<file path="config.mk">
export PLATFORM = sky130hd
export DESIGN_NAME = mesi_cpu_req_fsm
export DESIGN_NICKNAME = d
export VERILOG_FILES = /design/src/rtl/mesi_cpu_req_fsm.sv
export SDC_FILE = /design/constraint.sdc
export NUM_CORES = 1
export LEC_CHECK = 0
export ABC_AREA = 1
export CAP_MARGIN = 20
export CORE_MARGIN = 2
export CORE_UTILIZATION = 57
export CTS_CLUSTER_SIZE = 16
export DETAILED_ROUTE_END_ITERATION = 7
export PLACE_DENSITY = 0.8
export SLEW_MARGIN = 20
export SYNTH_ARGS = -nofsm -noshare
export SYNTH_HDL_FRONTEND = slang
export SYNTH_SLANG_ARGS = --single-unit
</file>
<file path="constraint.sdc">
create_clock -name clk -period 2.7 [get_ports clk]
set_input_delay 0.27 -clock clk [delete_from_list [all_inputs] [get_ports clk]]
set_output_delay 0.27 -clock clk [all_outputs]
set_load 0.02 [all_outputs]
</file>
<file path="src/rtl/mesi_cpu_req_fsm.sv">
// CPU-side MESI request controller for a direct-mapped L1 line array.
// Optional bus response timeout: define CPU_REQ_BUS_TIMEOUT_EN.
`ifndef INVALID
`define INVALID              3'd0
`define SHARED               3'd1
`define EXCLUSIVE            3'd2
`define MODIFIED             3'd3
`endif
`ifndef BUS_NO_REQ
`define BUS_NO_REQ           2'd0
`define BUS_READ_REQ         2'd1
`define BUS_RWITM_REQ        2'd2
`define BUS_INVALIDATE_REQ   2'd3
`endif
`ifndef BUS_NO_RSP
`define BUS_NO_RSP           2'd0
`define BUS_SNOOP_FOUND_RSP  2'd1
`define BUS_FETCH_MEM_RSP    2'd2
`endif

module mesi_cpu_req_fsm #(
  parameter int ADDR_W         = 16,
  parameter int NUM_LINES      = 8,
  parameter int TIMEOUT_CYCLES = 255
) (
  input  logic                         clk,
  input  logic                         rst,
  input  logic                         cpu_req_valid,
  output logic                         cpu_req_ready,
  input  logic                         cpu_req_wr,
  input  logic [ADDR_W-1:0]            cpu_req_addr,
  output logic                         cpu_rsp_valid,
  output logic                         cpu_rsp_hit,
  output logic                         cpu_rsp_err,
  output logic                         wb_valid,
  input  logic                         wb_ready,
  output logic [ADDR_W-1:0]            wb_addr,
  output logic                         bus_req_valid,
  input  logic                         bus_req_ready,
  output logic [1:0]                   bus_req_type,
  output logic [ADDR_W-1:0]            bus_req_addr,
  input  logic [1:0]                   bus_rsp,
  input  logic [$clog2(NUM_LINES)-1:0] dbg_idx,
  output logic [2:0]                   dbg_state
);
  localparam int IDX_W = $clog2(NUM_LINES);
  localparam int TAG_W = ADDR_W - IDX_W;

  typedef enum logic [2:0] {S_IDLE, S_LOOKUP, S_WB, S_BUS_REQ, S_BUS_WAIT, S_RESP} fsm_t;
  fsm_t fsm_q, fsm_d;

  logic                           req_wr_q;
  logic [ADDR_W-1:0]              req_addr_q;
  logic                           hit_q, hit_d;
  logic [1:0]                     type_q, type_d;
  logic [NUM_LINES-1:0][2:0]      line_st_q;
  logic [NUM_LINES-1:0][TAG_W-1:0] line_tag_q;
  logic                           upd_st_en, upd_tag_en;
  logic [2:0]                     upd_st;

  logic [IDX_W-1:0] idx;
  logic [TAG_W-1:0] tag;
  logic [2:0]       cur_st;
  logic             lookup_hit, rsp_ok;

  assign idx        = req_addr_q[IDX_W-1:0];
  assign tag        = req_addr_q[ADDR_W-1:IDX_W];
  assign cur_st     = line_st_q[idx];
  assign lookup_hit = (cur_st != `INVALID) && (line_tag_q[idx] == tag);
  // Undefined response codes fall through as "no response".
  assign rsp_ok     = (bus_rsp == `BUS_SNOOP_FOUND_RSP) || (bus_rsp == `BUS_FETCH_MEM_RSP);

`ifdef CPU_REQ_BUS_TIMEOUT_EN
  localparam int CNT_W = $clog2(TIMEOUT_CYCLES + 1);
  logic [CNT_W-1:0] tmo_cnt_q;
  logic             err_q, err_d, tmo_hit;
  assign tmo_hit = (tmo_cnt_q == CNT_W'(TIMEOUT_CYCLES - 1));
`else
  logic unused_tmo;
  assign unused_tmo = ^TIMEOUT_CYCLES;
`endif

  always_comb begin
    fsm_d      = fsm_q;
    hit_d      = hit_q;
    type_d     = type_q;
    upd_st_en  = 1'b0;
    upd_tag_en = 1'b0;
    upd_st     = `INVALID;
`ifdef CPU_REQ_BUS_TIMEOUT_EN
    err_d      = err_q;
`endif
    case (fsm_q)
      S_IDLE: if (cpu_req_valid) begin
        fsm_d = S_LOOKUP;
        hit_d = 1'b0;
`ifdef CPU_REQ_BUS_TIMEOUT_EN
        err_d = 1'b0;
`endif
      end
      S_LOOKUP: begin
        hit_d = lookup_hit;
        if (lookup_hit && !req_wr_q) begin
          fsm_d = S_RESP;
        end else if (lookup_hit && cur_st != `SHARED) begin
          upd_st_en = 1'b1;
          upd_st    = `MODIFIED;
          fsm_d     = S_RESP;
        end else if (lookup_hit) begin
          type_d = `BUS_INVALIDATE_REQ;
          fsm_d  = S_BUS_REQ;
        end else begin
          type_d = req_wr_q ? `BUS_RWITM_REQ : `BUS_READ_REQ;
          fsm_d  = (cur_st == `MODIFIED) ? S_WB : S_BUS_REQ;
        end
      end
      S_WB:      if (wb_ready)      fsm_d = S_BUS_REQ;
      S_BUS_REQ: if (bus_req_ready) fsm_d = S_BUS_WAIT;
      S_BUS_WAIT: begin
        if (rsp_ok) begin
          upd_st_en  = 1'b1;
          upd_tag_en = 1'b1;
          if (type_q == `BUS_READ_REQ)
            upd_st = (bus_rsp == `BUS_SNOOP_FOUND_RSP) ? `SHARED : `EXCLUSIVE;
          else
            upd_st = `MODIFIED;
          fsm_d = S_RESP;
        end
`ifdef CPU_REQ_BUS_TIMEOUT_EN
        else if (tmo_hit) begin
          // Line is dropped even if it was SHARED; tag kept as-is.
          upd_st_en = 1'b1;
          upd_st    = `INVALID;
          err_d     = 1'b1;
          fsm_d     = S_RESP;
        end
`endif
      end
      S_RESP:  fsm_d = S_IDLE;
      default: fsm_d = S_IDLE;
    endcase
  end

  always_ff @(posedge clk) begin
    if (rst) begin
      fsm_q      <= S_IDLE;
      req_wr_q   <= 1'b0;
      req_addr_q <= '0;
      hit_q      <= 1'b0;
      type_q     <= `BUS_NO_REQ;
      for (int i = 0; i < NUM_LINES; i++) line_st_q[i] <= `INVALID;
      line_tag_q <= '0;
    end else begin
      fsm_q  <= fsm_d;
      hit_q  <= hit_d;
      type_q <= type_d;
      if (fsm_q == S_IDLE && cpu_req_valid) begin
        req_wr_q   <= cpu_req_wr;
        req_addr_q <= cpu_req_addr;
      end
      if (upd_st_en)  line_st_q[idx]  <= upd_st;
      if (upd_tag_en) line_tag_q[idx] <= tag;
    end
  end

`ifdef CPU_REQ_BUS_TIMEOUT_EN
  always_ff @(posedge clk) begin
    if (rst) begin
      tmo_cnt_q <= '0;
      err_q     <= 1'b0;
    end else begin
      err_q     <= err_d;
      tmo_cnt_q <= (fsm_q == S_BUS_WAIT) ? tmo_cnt_q + 1'b1 : '0;
    end
  end
  assign cpu_rsp_err = (fsm_q == S_RESP) & err_q;
`else
  assign cpu_rsp_err = 1'b0;
`endif

  assign cpu_req_ready = (fsm_q == S_IDLE);
  assign cpu_rsp_valid = (fsm_q == S_RESP);
  assign cpu_rsp_hit   = (fsm_q == S_RESP) & hit_q;
  assign wb_valid      = (fsm_q == S_WB);
  assign wb_addr       = wb_valid ? {line_tag_q[idx], idx} : '0;
  assign bus_req_valid = (fsm_q == S_BUS_REQ);
  assign bus_req_type  = bus_req_valid ? type_q : `BUS_NO_REQ;
  assign bus_req_addr  = bus_req_valid ? req_addr_q : '0;
  assign dbg_state     = line_st_q[dbg_idx];

endmodule

</file>
==> run metrics <==
run status finished, final reports clean; Inst Count DP around 1.2k; Initial Util 57.9%; Final min period 2.59 ns; Final period util ~96%; clock sinks 143; CP bufs+invs 3; final cell count without fillers 1,279; worst hold start line_tag_q[64]; Yosys top cell area share 41.3%; Skew-Pair Late Insertion Delay 0.42 ns; Num CTS Buffers 17; Overall Global Routing Usage between 30% and 40%; Req. time, crit path 2.43 ns; Yosys cell types 32; cell count after synthesis 1,050; Crit. Startpoint req_addr_q[0]; Port Buffer Count 67; first-iteration detailed-routing DRC count 709; Comb power frac between 20 and 30%; CP Class reg2out; Final Max Slew Viols 0; Layout Skew 0.00658 ns; part of the Yosys area used for sequential elements 41.3%; Max Cap Violations 0; TNS Setup 0 ns; max incr delay on CP 0.63 ns; gr ovfl total 0; chip width ~110 µm; xor/xnor share of the synthesized area 0%; H-Tree Depth 4; pin slew with the least headroom to its limit just under 0.9 ns; Seq pwr share 34.5%; most frequent cells after synthesis 246 x nand2_1, 151 x a21oi_1, 143 x dfxtp_1; startpoint types flop; main area contributors after synthesis dfxtp_1 41%, nand2_1 13%, a21oi_1 11%, o21ai_0 9.4%, inv_1 6.4%; CP cell instances inv_4 > buf_4 > nand2_1 > nand2_1 > nand2_1 > nand2_1 > nand2_1 > a21oi_1 > clkdlybuf4s50_1; synthesized area 0.00693 mm²; Yosys reg bits between 100 and 150; post-route ant nets 0; RSZ-0062 raised after global routing false; vias in the first global route 6,253; DR vias 6,996; Mapped Avg Cell Area 6.60 µm²; Hold Crit Class reg2reg; Power Internal ~4500 µW; Final setup viols 0; area leader, netlist dfxtp_1; antenna diode count 0; layout cell share with drive strength beyond 1 between 8 and 9%; Leak 0.00362 µW; Synth Area in Simple Gates about a quarter; most common cell in the netlist nand2_1; Clock Pin Slew Worst Setup and Hold Paths 0.06 ns; fmax roughly 390 MHz; initial antenna violation count 0; Core Area 0.0120 mm²; # rows 40; final WL 19.2 mm; fill count 962; Clock Power Share 37.6%; 1st-pass router iterations 6; Compound-Gate Fraction of Synth Area ~23%; R2R Path Start req_addr_q[2]; asr flop ratio synth 0%; Final HPWL DP 13.1 mm; number of hold violations in the final report 0; worst-path maximum fanout 14; mux share of post-synthesis cell area 0%; sw power ~2300 µW; TritonCTS clock tree yes; Max clock buf depth 2; most used cell, CP nand2_1; CP Capture Type output pin; adder-cell share of the synthesized area less than 1%; Post-synth EDFFs 0; DR DRC count 0; first-pass GRT wire length 31.7 mm; overall power between 6000 and 7000 µW; pwr dens 798 mW/mm²; P&R area growth vs syn 23.8%; DR WL/cell 15.0 µm; largest net degree at the start of global routing between 80 and 90; Die ar. 0.0131 mm²; Nets roughly 1.1k; GR Layer Usage met3 around 6.2%; slowest CP cell clkdlybuf4s50_1; Max transition margin between 40% and 50%; routability-driven placement congestion ratio 0.919; Root Buffer clkbuf_16; synthesis warning total 0; crit path DAT 2.32 ns; Worst VDD drop about 500 µV; grt met1 use 45.7%; Die Span Y 114 µm; Top Usage Layer GRT met1; met2 layer usage reported by global route between 40% and 50%; via/cell ratio 5.47; CP top delay family buffers and inverters; predominant post-synthesis flop cell dfxtp_1; Sw Share 33.7%; main combinational cell family by area after synthesis simple AND/OR/NAND/NOR gates; Ports 70
-- flip-flops by register name (all words and copies together) (netlist names) --
signal / cells
hit_q: 1
req_addr_q: 16
fsm_q: 3
req_wr_q: 1
line_tag_q: 104
line_st_q: 16
type_q: 2
-- power groups by stage --
stage                     sequential, µW  clock (µW)  combinational (µW)
after floorplan                     2330           0                1210
after global placement              2390           0                1800
after detailed placement            2400           0                1810
after CTS                           2350        2590                1820
after global routing                2380        2680                2080
final                               2360        2580                1910
-- metal layers --
metal  part of all wire (%)  up-vias
met5                      0        -
met4                    1.4        0
met3                    8.6       22
met2                     43      293
met1                     47     3145
li1                       -     3536
-- cell usage in the layout (no fill, tap or decap), drive strengths merged --
master / synthesis / layout
conb: 1 / 2
ha: 2 / 2
clkinv: 3 / 10
dfxtp: 143 / 143
nand3: 49 / 49
o21a: 1 / 1
clkdlybuf4s50: 0 / 65
inv: 123 / 123
and2: 1 / 1
buf: 21 / 42
o211ai: 2 / 2
a31oi: 2 / 2
a21oi: 151 / 151
dlymetal6s2s: 0 / 2
o21ai: 147 / 147
nand3b: 2 / 2
bufinv: 0 / 5
nand2: 249 / 249
a211oi: 4 / 4
nand4: 10 / 10
nor3: 8 / 8
clkinvlp: 0 / 2
clkbuf: 39 / 18
nor2: 92 / 92
-- worst paths after layout --
| path | to | slack, ns | depth (start not counted) |
|---|---|---|---|
| worst max-delay path | wb_addr[4] | 0.11 | 9 |
| worst min register to register | line_tag_q[64] | 0.45 | 2 |
| worst min-delay path | line_tag_q[64] | 0.45 | 2 |
| worst max register to register | line_st_q[12] | 0.25 | 18 |
-- logic make-up (layout without fill, tap and decap cells) --
family,count (synthesis),in the layout
AND/OR/NAND/NOR,411,411
buffers and inverters,186,267
flip-flops,143,143
adder cells (fa/ha/maj),2,2
AO/OA/AOI/OAI,307,307
other,1,2
-- cell type report --
type	count	area (µm²)	area share [%]
clock inverter	14	215	2.51
tap	147	184	2.14
inverter	126	475	5.54
clock buffer	18	439	5.12
timing repair buffer	109	1070	12.5
sequential	143	2870	33.4
multi-input combinational	722	3330	38.8
-- worst reg2reg max path, delay by kind of cell (launching register included) --
kind                   cells  cell delay [ns]
AO/OA/AOI/OAI              1             0.05
buffers and inverters      2             0.35
flip-flops                 1             0.37
AND/OR/NAND/NOR           15             1.55
-- stage by stage --
step	cell area, µm²	util [%]	setup WS, ns	hold WS [ns]
floorplan	6930	-	0.453	0.339
global placement	7860	65.7	0.203	0.438
detailed placement	7860	65.7	0.159	0.443
CTS	8520	71.2	0.00743	0.452
global route	8580	71.7	0.00641	0.465
finish	8580	71.7	0.107	0.451
-- timing repair --
item / CTS / global route
endpoints found under the setup margin: 3 / 28
setup buffers: 0 / 1
gates resized for setup: 2 / 8
hold buffers: 0 / 0
Note: power is estimated with default switching activity, not from simulation.
